File: src/rtl/mul_issue_ctrl.sv
// mul_issue_ctrl: issues RV32M multiplies to a multi-cycle multiplier, stalls until the product returns (optional MUL_ZERO_BYPASS_EN)
module mul_issue_ctrl #(
  parameter int TIMEOUT_CYCLES = 15,
  parameter int CNT_W = 4
) (
  input  logic        clk,
  input  logic        rst,
  input  logic        valid_in,
  input  logic [6:0]  opcode,
  input  logic [2:0]  funct3,
  input  logic [6:0]  funct7,
  input  logic [31:0] rs1_data,
  input  logic [31:0] rs2_data,
  input  logic [4:0]  rd_addr,
  input  logic        flush,
  input  logic        mul_ready,
  input  logic [31:0] mul_res,
  output logic [2:0]  mulsel,
  output logic [31:0] mul_a,
  output logic [31:0] mul_b,
  output logic        stall,
  output logic        wb_valid,
  output logic [4:0]  wb_rd,
  output logic [31:0] wb_data,
  output logic        timeout_err
);
  typedef enum logic [1:0] {IDLE, RUN, RELEASE} state_t;
  state_t state, state_nx;
  logic [2:0] sel;
  logic [CNT_W-1:0] cnt;
  logic is_mul, accept, zero_op, expired, done_ok, done_to;
  assign is_mul = valid_in && opcode == 7'b0110011 && funct7 == 7'b0000001 && !funct3[2];
  assign accept = state == IDLE && is_mul && !flush;
`ifdef MUL_ZERO_BYPASS_EN
  assign zero_op = rs1_data == '0 || rs2_data == '0;
`else
  assign zero_op = 1'b0;
`endif
  assign expired = cnt == CNT_W'(TIMEOUT_CYCLES);
  assign done_ok = state == RUN && !flush && mul_ready;
  assign done_to = state == RUN && !flush && !mul_ready && expired;
  assign mulsel = state == RUN ? sel : 3'd0;
  assign stall = is_mul && !flush && !wb_valid;
  always_comb begin
    state_nx = state == RELEASE ? IDLE
             : state == RUN ? ((flush || mul_ready || expired) ? RELEASE : RUN)
             : accept ? (zero_op ? RELEASE : RUN) : IDLE;
  end
  always_ff @(posedge clk) begin
    if (rst) begin
      state <= IDLE;
      sel <= '0;
      cnt <= '0;
      mul_a <= '0;
      mul_b <= '0;
      wb_valid <= 1'b0;
      wb_rd <= '0;
      wb_data <= '0;
      timeout_err <= 1'b0;
    end else begin
      state <= state_nx;
      cnt <= state == RUN ? cnt + 1'b1 : '0;
      wb_valid <= done_ok || done_to || (accept && zero_op);
      timeout_err <= done_to;
      if (accept) begin
        mul_a <= rs1_data;
        mul_b <= rs2_data;
        sel <= {1'b0, funct3[1:0]} + 3'd1;
        wb_rd <= rd_addr;
      end
      if (done_ok) wb_data <= mul_res;
      else if (done_to || (accept && zero_op)) wb_data <= '0;
    end
  end
endmodule

File: config.mk
export PLATFORM = sky130hd
export DESIGN_NAME = mul_issue_ctrl
export DESIGN_NICKNAME = d
export VERILOG_FILES = /design/src/rtl/mul_issue_ctrl.sv
export SDC_FILE = /design/constraint.sdc
export NUM_CORES = 1
export LEC_CHECK = 0
export CAP_MARGIN = 20
export CORE_MARGIN = 2
export CORE_UTILIZATION = 30
export CTS_BUF_LIST = sky130_fd_sc_hd__clkbuf_2 sky130_fd_sc_hd__clkbuf_4 sky130_fd_sc_hd__clkbuf_8
export DETAILED_ROUTE_END_ITERATION = 10
export GPL_ROUTABILITY_DRIVEN = 1
export HOLD_SLACK_MARGIN = 0.05
export PLACE_DENSITY = 0.67
export SLEW_MARGIN = 20
export SYNTH_ARGS = -nofsm -noshare
export SYNTH_HDL_FRONTEND = slang
export SYNTH_SLANG_ARGS = --single-unit
File: constraint.sdc
create_clock -name clk -period 2 [get_ports clk]
set_input_delay 0.4 -clock clk [delete_from_list [all_inputs] [get_ports clk]]
set_output_delay 0.4 -clock clk [all_outputs]
set_load 0.02 [all_outputs]
==> results of run 1 <==
==> power by group <==
| group | internal (W) | switching [W] |
|---|---|---|
| Clock | 0.000716 | 0.000757 |
| Combinational | 0.000222 | 0.0000952 |
| Sequential | 0.00223 | 0.00000000628 |
==> final cells by class <==
class | instances | area share
tap | 180 | 0.0314
timing repair buffer | 261 | 0.369
multi-input combinational | 316 | 0.257
clock inverter | 5 | 0.0115
sequential | 112 | 0.313
inverter | 1 | 0.000524
clock buffer | 10 | 0.0183
==> through the flow <==
step | cell area [um^2] | TNS [ns]
after floorplan | 4350 | 0
after global placement | 6910 | -18.81
after detailed placement | 6910 | -21.11
after CTS | 7160 | 0
after global routing | 7170 | -0.00554
final | 7170 | 0
==> timing repair <==
action | in CTS | in global routing
pin swaps | 6 | 6
resized for setup | 34 | 19
setup buffers | 3 | 1
endpoints found under the setup margin | 4 | 4
cloned | 0 | 0
endpoints found under the hold margin | 0 | 0
==> cell usage after synthesis, drive strengths merged, types with 2 or more instances <==
cell / instances
dfxtp: 112
nand4: 74
a21oi: 73
o21ai: 72
nor2: 40
clkbuf: 36
a22oi: 32
buf: 21
and2: 4
ha: 2
nand3: 2
nor2b: 2
nor3b: 2
nor4b: 2
==> kinds of logic after synthesis <==
logic type                 synth area share
buffers and inverters                0.0723
AOI/OAI and AO/OA                     0.224
and+or+nand+nor                       0.178
adders and majority gates           0.00576
DFF                                   0.516
xor gates and xnor gates            0.00403
==> final timing paths <==
kind | to | cells after the start
worst min register to register | cnt[0] | 1
worst max-delay path | stall | 5
worst max register to register | state[0] | 4
worst min-delay path | wb_data[19] | 2
==> registers in the layout, indices dropped and copies added, names as in the netlist <==
name,count
state,2
timeout_err,1
mul_b,32
sel,3
wb_rd,5
wb_valid,1
wb_data,32
cnt,4
mul_a,32
==> metal layers <==
layer	vias up	routed length (um)
met4	0	363
met1	2206	6360
li1	2217	-
met5	-	0
met3	25	1200
met2	181	7090
==> flow_summary.json, run 1 <==
{
  "final_cell_count_no_fill": 885,
  "ff2ff_setup_slack_ns": 0.49,
  "cts_inserted_buffers": 9,
  "root_buffer": "clkbuf_8",
  "slew_viol_final": 0,
  "leakagePower_nw": 2.41,
  "routabilityCongestion": 0.781,
  "critPathBufInv": 2,
  "seqCellArea_um2": 2240,
  "drtPass1Iterations": 4,
  "antenna_found_initial": 0,
  "min_period_ns": 1.94,
  "syn_area_um2": 4350,
  "critical_path_class": "in -> out",
  "drt_iter0_drc": 199,
  "clkLatencyLatePin_ns": 0.38,
  "num_rows": 43,
  "rsz0062_at_grt": "yes",
  "cts.sinks": 112,
  "worst_pin_slew_ns": 0.509,
  "min_path_type": "in -> reg",
  "power_w": 0.00402,
  "yosysSeqAreaShare": 0.516,
  "vias": 4629,
  "grt_pass1_vias": 4748,
  "crit_slowest_cell": "nor4b_4",
  "synth_warnings": 0,
  "die_y_um": 124,
  "ys_async_sr_fraction": 0,
  "startpoint_type": "input pin",
  "hold_viol": 0,
  "critical_path_required_ns": 1.60,
  "htreeDepth": 3,
  "cts_tree": "built",
  "slowest_delay_ns": 0.36,
  "max-slew-margin-rel": 0.660,
  "core_um2": 14000,
  "io-pin-count": 230,
  "synth_top_area_frac": 0.516,
  "die_x_um": 124,
  "synth.distinct_cells": 31,
  "syn_inst": 486,
  "n_antenna_cell": 0,
  "cp-end-kind": "output pin",
  "cp_cell_sequence": "clkdlybuf4s15_1, nor4b_4, and3_4, nor3b_4, buf_6",
  "setup-violations-final": 0,
  "hold_buffers": 0,
  "grt.total_usage": 0.187,
  "grt_pass1_wl_mm": 23.8,
  "global_route.usage.met3": 0.0666,
  "area_growth_pct": 64.9,
  "clock_skew_ns": 0.0130,
  "vias_per_cell": 5.23,
  "synth_enable_flop_cells": 0,
  "crit_start": "opcode[6]",
  "critPathMaxFanout": 2,
  "dpl.hpwl_mm": 10.5,
  "dp_cells": 866,
  "drc": 0,
  "post-place-ws_ns": -0.359,
  "fin_ws_ns": 0.0630,
  "ys_seq_elements": 112,
  "top_usage_layer": "met2",
  "max_freq_mhz": 516,
  "whs_ns": 0.391,
  "synthFlopType": "dfxtp_1",
  "hp-start": "rst",
  "syn-mean-instance-area_um2": 8.94,
  "synthTopCellsByArea": "dfxtp_1, nand4_1, a21oi_1, o21ai_0, a22oi_1",
  "wl_mm": 15.0,
  "grtUsageMet1": 0.218,
  "arrival_ns": 1.54,
  "nNetsFinal": 826,
  "final_cell_mix": "clkdlybuf4s50_1, dfxtp_1, nand4_1, a21oi_1, o21ai_0",
  "met2_usage": 0.313,
  "cp_top_family": "simple AND/OR/NAND/NOR gates",
  "multi_input_area_um2": 1840,
  "start_util": 0.311,
  "yosysTopAreaCell": "dfxtp_1",
  "r2r_start": "cnt[0]",
  "drive_above_1_share": 0.101,
  "clock_path_buffers": 2,
  "timing.final.crit_share": 0.969,
  "nFillCells": 1332,
  "grt_max_degree": 49,
  "status": "finished clean",
  "ant_nets": 0,
  "clk_pin_slew_ns": 0.10,
  "p_per_area_nw_per_um2": 561,
  "drv_cap": 0,
  "wl_per_cell_um": 17.0,
  "vdd_drop_max_v": 0.000284,
  "syn-num-nets": 611,
  "final_util": 0.512,
  "die-area_um2": 15500,
  "layout_commonest_cell": "clkdlybuf4s50_1",
  "grt_overflow_total": 0,
  "portBuffers": 229
}
Power figures use the tool's default switching activity.
==> run 2: changes to the inputs <==
Settings changed: SLEW_MARGIN 20 to 25.
==> results of run 2 <==
Final layout, timing and power as in run 1 (identical DEF).
==> run 3: changes to the inputs <==
Settings changed: CORE_UTILIZATION 30 to 41, PLACE_DENSITY 0.67 to 0.86.
==> flow_summary.json, run 3 (synthesized netlist as in run 1, its figures left out) <==
{
  "status": "finished clean",
  "drtPass1Iterations": 7,
  "start_util": 0.421,
  "core_um2": 10300,
  "cts.sinks": 112,
  "clk_pin_slew_ns": 0.10,
  "area_growth_pct": 60.5,
  "whs_ns": 0.459,
  "p_seq_frac": 0.539,
  "routabilityCongestion": 0.785,
  "clkPwrFrac": 0.385,
  "arrival_ns": 1.59,
  "p_per_area_nw_per_um2": 593,
  "critical_path_class": "in -> out",
  "min_path_type": "reg -> reg",
  "nNetsFinal": 811,
  "grt_max_degree": 74,
  "met2_usage": 0.407,
  "portBuffers": 229,
  "io-pin-count": 230,
  "post-place-ws_ns": -0.835,
  "rsz0062_at_grt": "yes",
  "vias": 4691,
  "hold_buffers": 0,
  "clock_path_buffers": 2,
  "root_buffer": "clkbuf_8",
  "top_regs": "mul_a: 32 flops, mul_b: 32 flops, wb_data: 32 flops",
  "n_antenna_cell": 0,
  "clock_skew_ns": 0.00752,
  "startpoint_type": "input pin",
  "leakagePower_nw": 2.32,
  "p_switching_w": 0.000857,
  "drc": 0,
  "grtUsageMet1": 0.281,
  "timing.final.crit_share": 0.995,
  "cts_inserted_buffers": 9,
  "die_y_um": 107,
  "design_area_um2": 6970,
  "wl_per_cell_um": 17.2,
  "drt_iter0_drc": 422,
  "setup-violations-final": 0,
  "min_period_ns": 1.99,
  "wl_mm": 14.3,
  "htreeDepth": 3,
  "drv_cap": 0,
  "cts_tree": "built",
  "combPwrFrac": 0.076,
  "vdd_drop_max_v": 0.000367,
  "sw_frac_of_total": 0.207,
  "ant_nets": 0,
  "critical_path_required_ns": 1.60,
  "layout_commonest_cell": "clkdlybuf4s50_1",
  "max-slew-margin-rel": 0.552,
  "critPathMaxFanout": 2,
  "fin_ws_ns": 0.00955,
  "placed_cell_area_um2": 6690,
  "hold_viol": 0,
  "cp-end-kind": "output pin",
  "antenna_found_initial": 0,
  "grt.total_usage": 0.238,
  "clkLatencyLatePin_ns": 0.37,
  "dp_cells": 810,
  "grt_overflow_total": 0,
  "power_w": 0.00414,
  "grt_pass1_wl_mm": 21.8,
  "dpl.hpwl_mm": 9.79,
  "drive_above_1_share": 0.0695,
  "final_cell_mix": "clkdlybuf4s50_1, dfxtp_1, nand4_1, a21oi_1, o21ai_0",
  "nFillCells": 785,
  "grt_pass1_vias": 4468,
  "slew_viol_final": 0,
  "die-area_um2": 11400,
  "top_usage_layer": "met2",
  "die_x_um": 107,
  "max_freq_mhz": 502,
  "final_cell_count_no_fill": 827,
  "power.internal_w": 0.00328,
  "global_route.usage.met3": 0.0711,
  "num_rows": 37,
  "worst_pin_slew_ns": 0.672,
  "vias_per_cell": 5.67
}
==> run 3: changes by cell type in the layout (fill, tap and decap cells not counted), moves of 2 or more <==
cell / previous run / this run
clkinvlp_4: 0 / 2
buf_12: 11 / 5
clkinv_4: 2 / 0
clkbuf_2: 7 / 1
dlygate4sd2_1: 1 / 9
buf_4: 22 / 12
==> run 3: final cells by class <==
class                   count  area (um^2)  area share
flip-flops and latches    112         2240       0.321
well taps                 136          170      0.0244
multi-input cells         316         1840       0.264
repair buffers            246         2470       0.354
clock buffers               9          124      0.0178
clock inverters             7          119      0.0170
inverters                   1         3.75    0.000538
==> run 3: final timing paths <==
| path | startpoint | end | slack (ns) | depth (start not counted) |
|---|---|---|---|---|
| setup / recovery | opcode[3] | stall | 0.01 | 5 |
| hold reg to reg | cnt[0] | cnt[0] | 0.46 | 1 |
| hold / removal | cnt[0] | cnt[0] | 0.46 | 1 |
| setup reg to reg | cnt[0] | state[0] | 0.47 | 4 |
==> run 3: metrics by stage <==
step | TNS [ns] | utilization
after detailed placement | -45.55 | 0.648
after CTS | -0.0569 | 0.674
after global placement | -39.07 | 0.648
final | 0 | 0.676
after floorplan | 0 | -
after global routing | -0.0348 | 0.676
==> run 3: repair_timing <==
item / in CTS / in global routing
buffers inserted: 1 / 0
pin swaps: 6 / 5
endpoints found under the setup margin: 76 / 11
resized for setup: 30 / 8
gates cloned: 0 / 0
==> run 3: power by group through the flow <==
stage          registers, W  clock network (W)  logic [W]
3_5_place_dp        0.00228                  0   0.000313
5_1_grt             0.00223            0.00172   0.000332
4_1_cts             0.00223            0.00164   0.000313
3_3_place_gp        0.00228                  0   0.000310
6_report            0.00223            0.00159   0.000315
2_1_floorplan       0.00228                  0  0.0000476
==> run 3: worst max-delay path, stage by stage <==
cell and delay, ns:
clkdlybuf4s15_1 0.22, nor4b_4 0.34, and3_4 0.26, nor3b_4 0.22, buf_6 0.15
==> run 3: per-layer routing <==
metal | routed length (um) | vias to the layer above
met3 | 1370 | 29
met5 | 0 | -
met1 | 5750 | 2206
li1 | - | 2200
met4 | 299 | 0
met2 | 6830 | 256
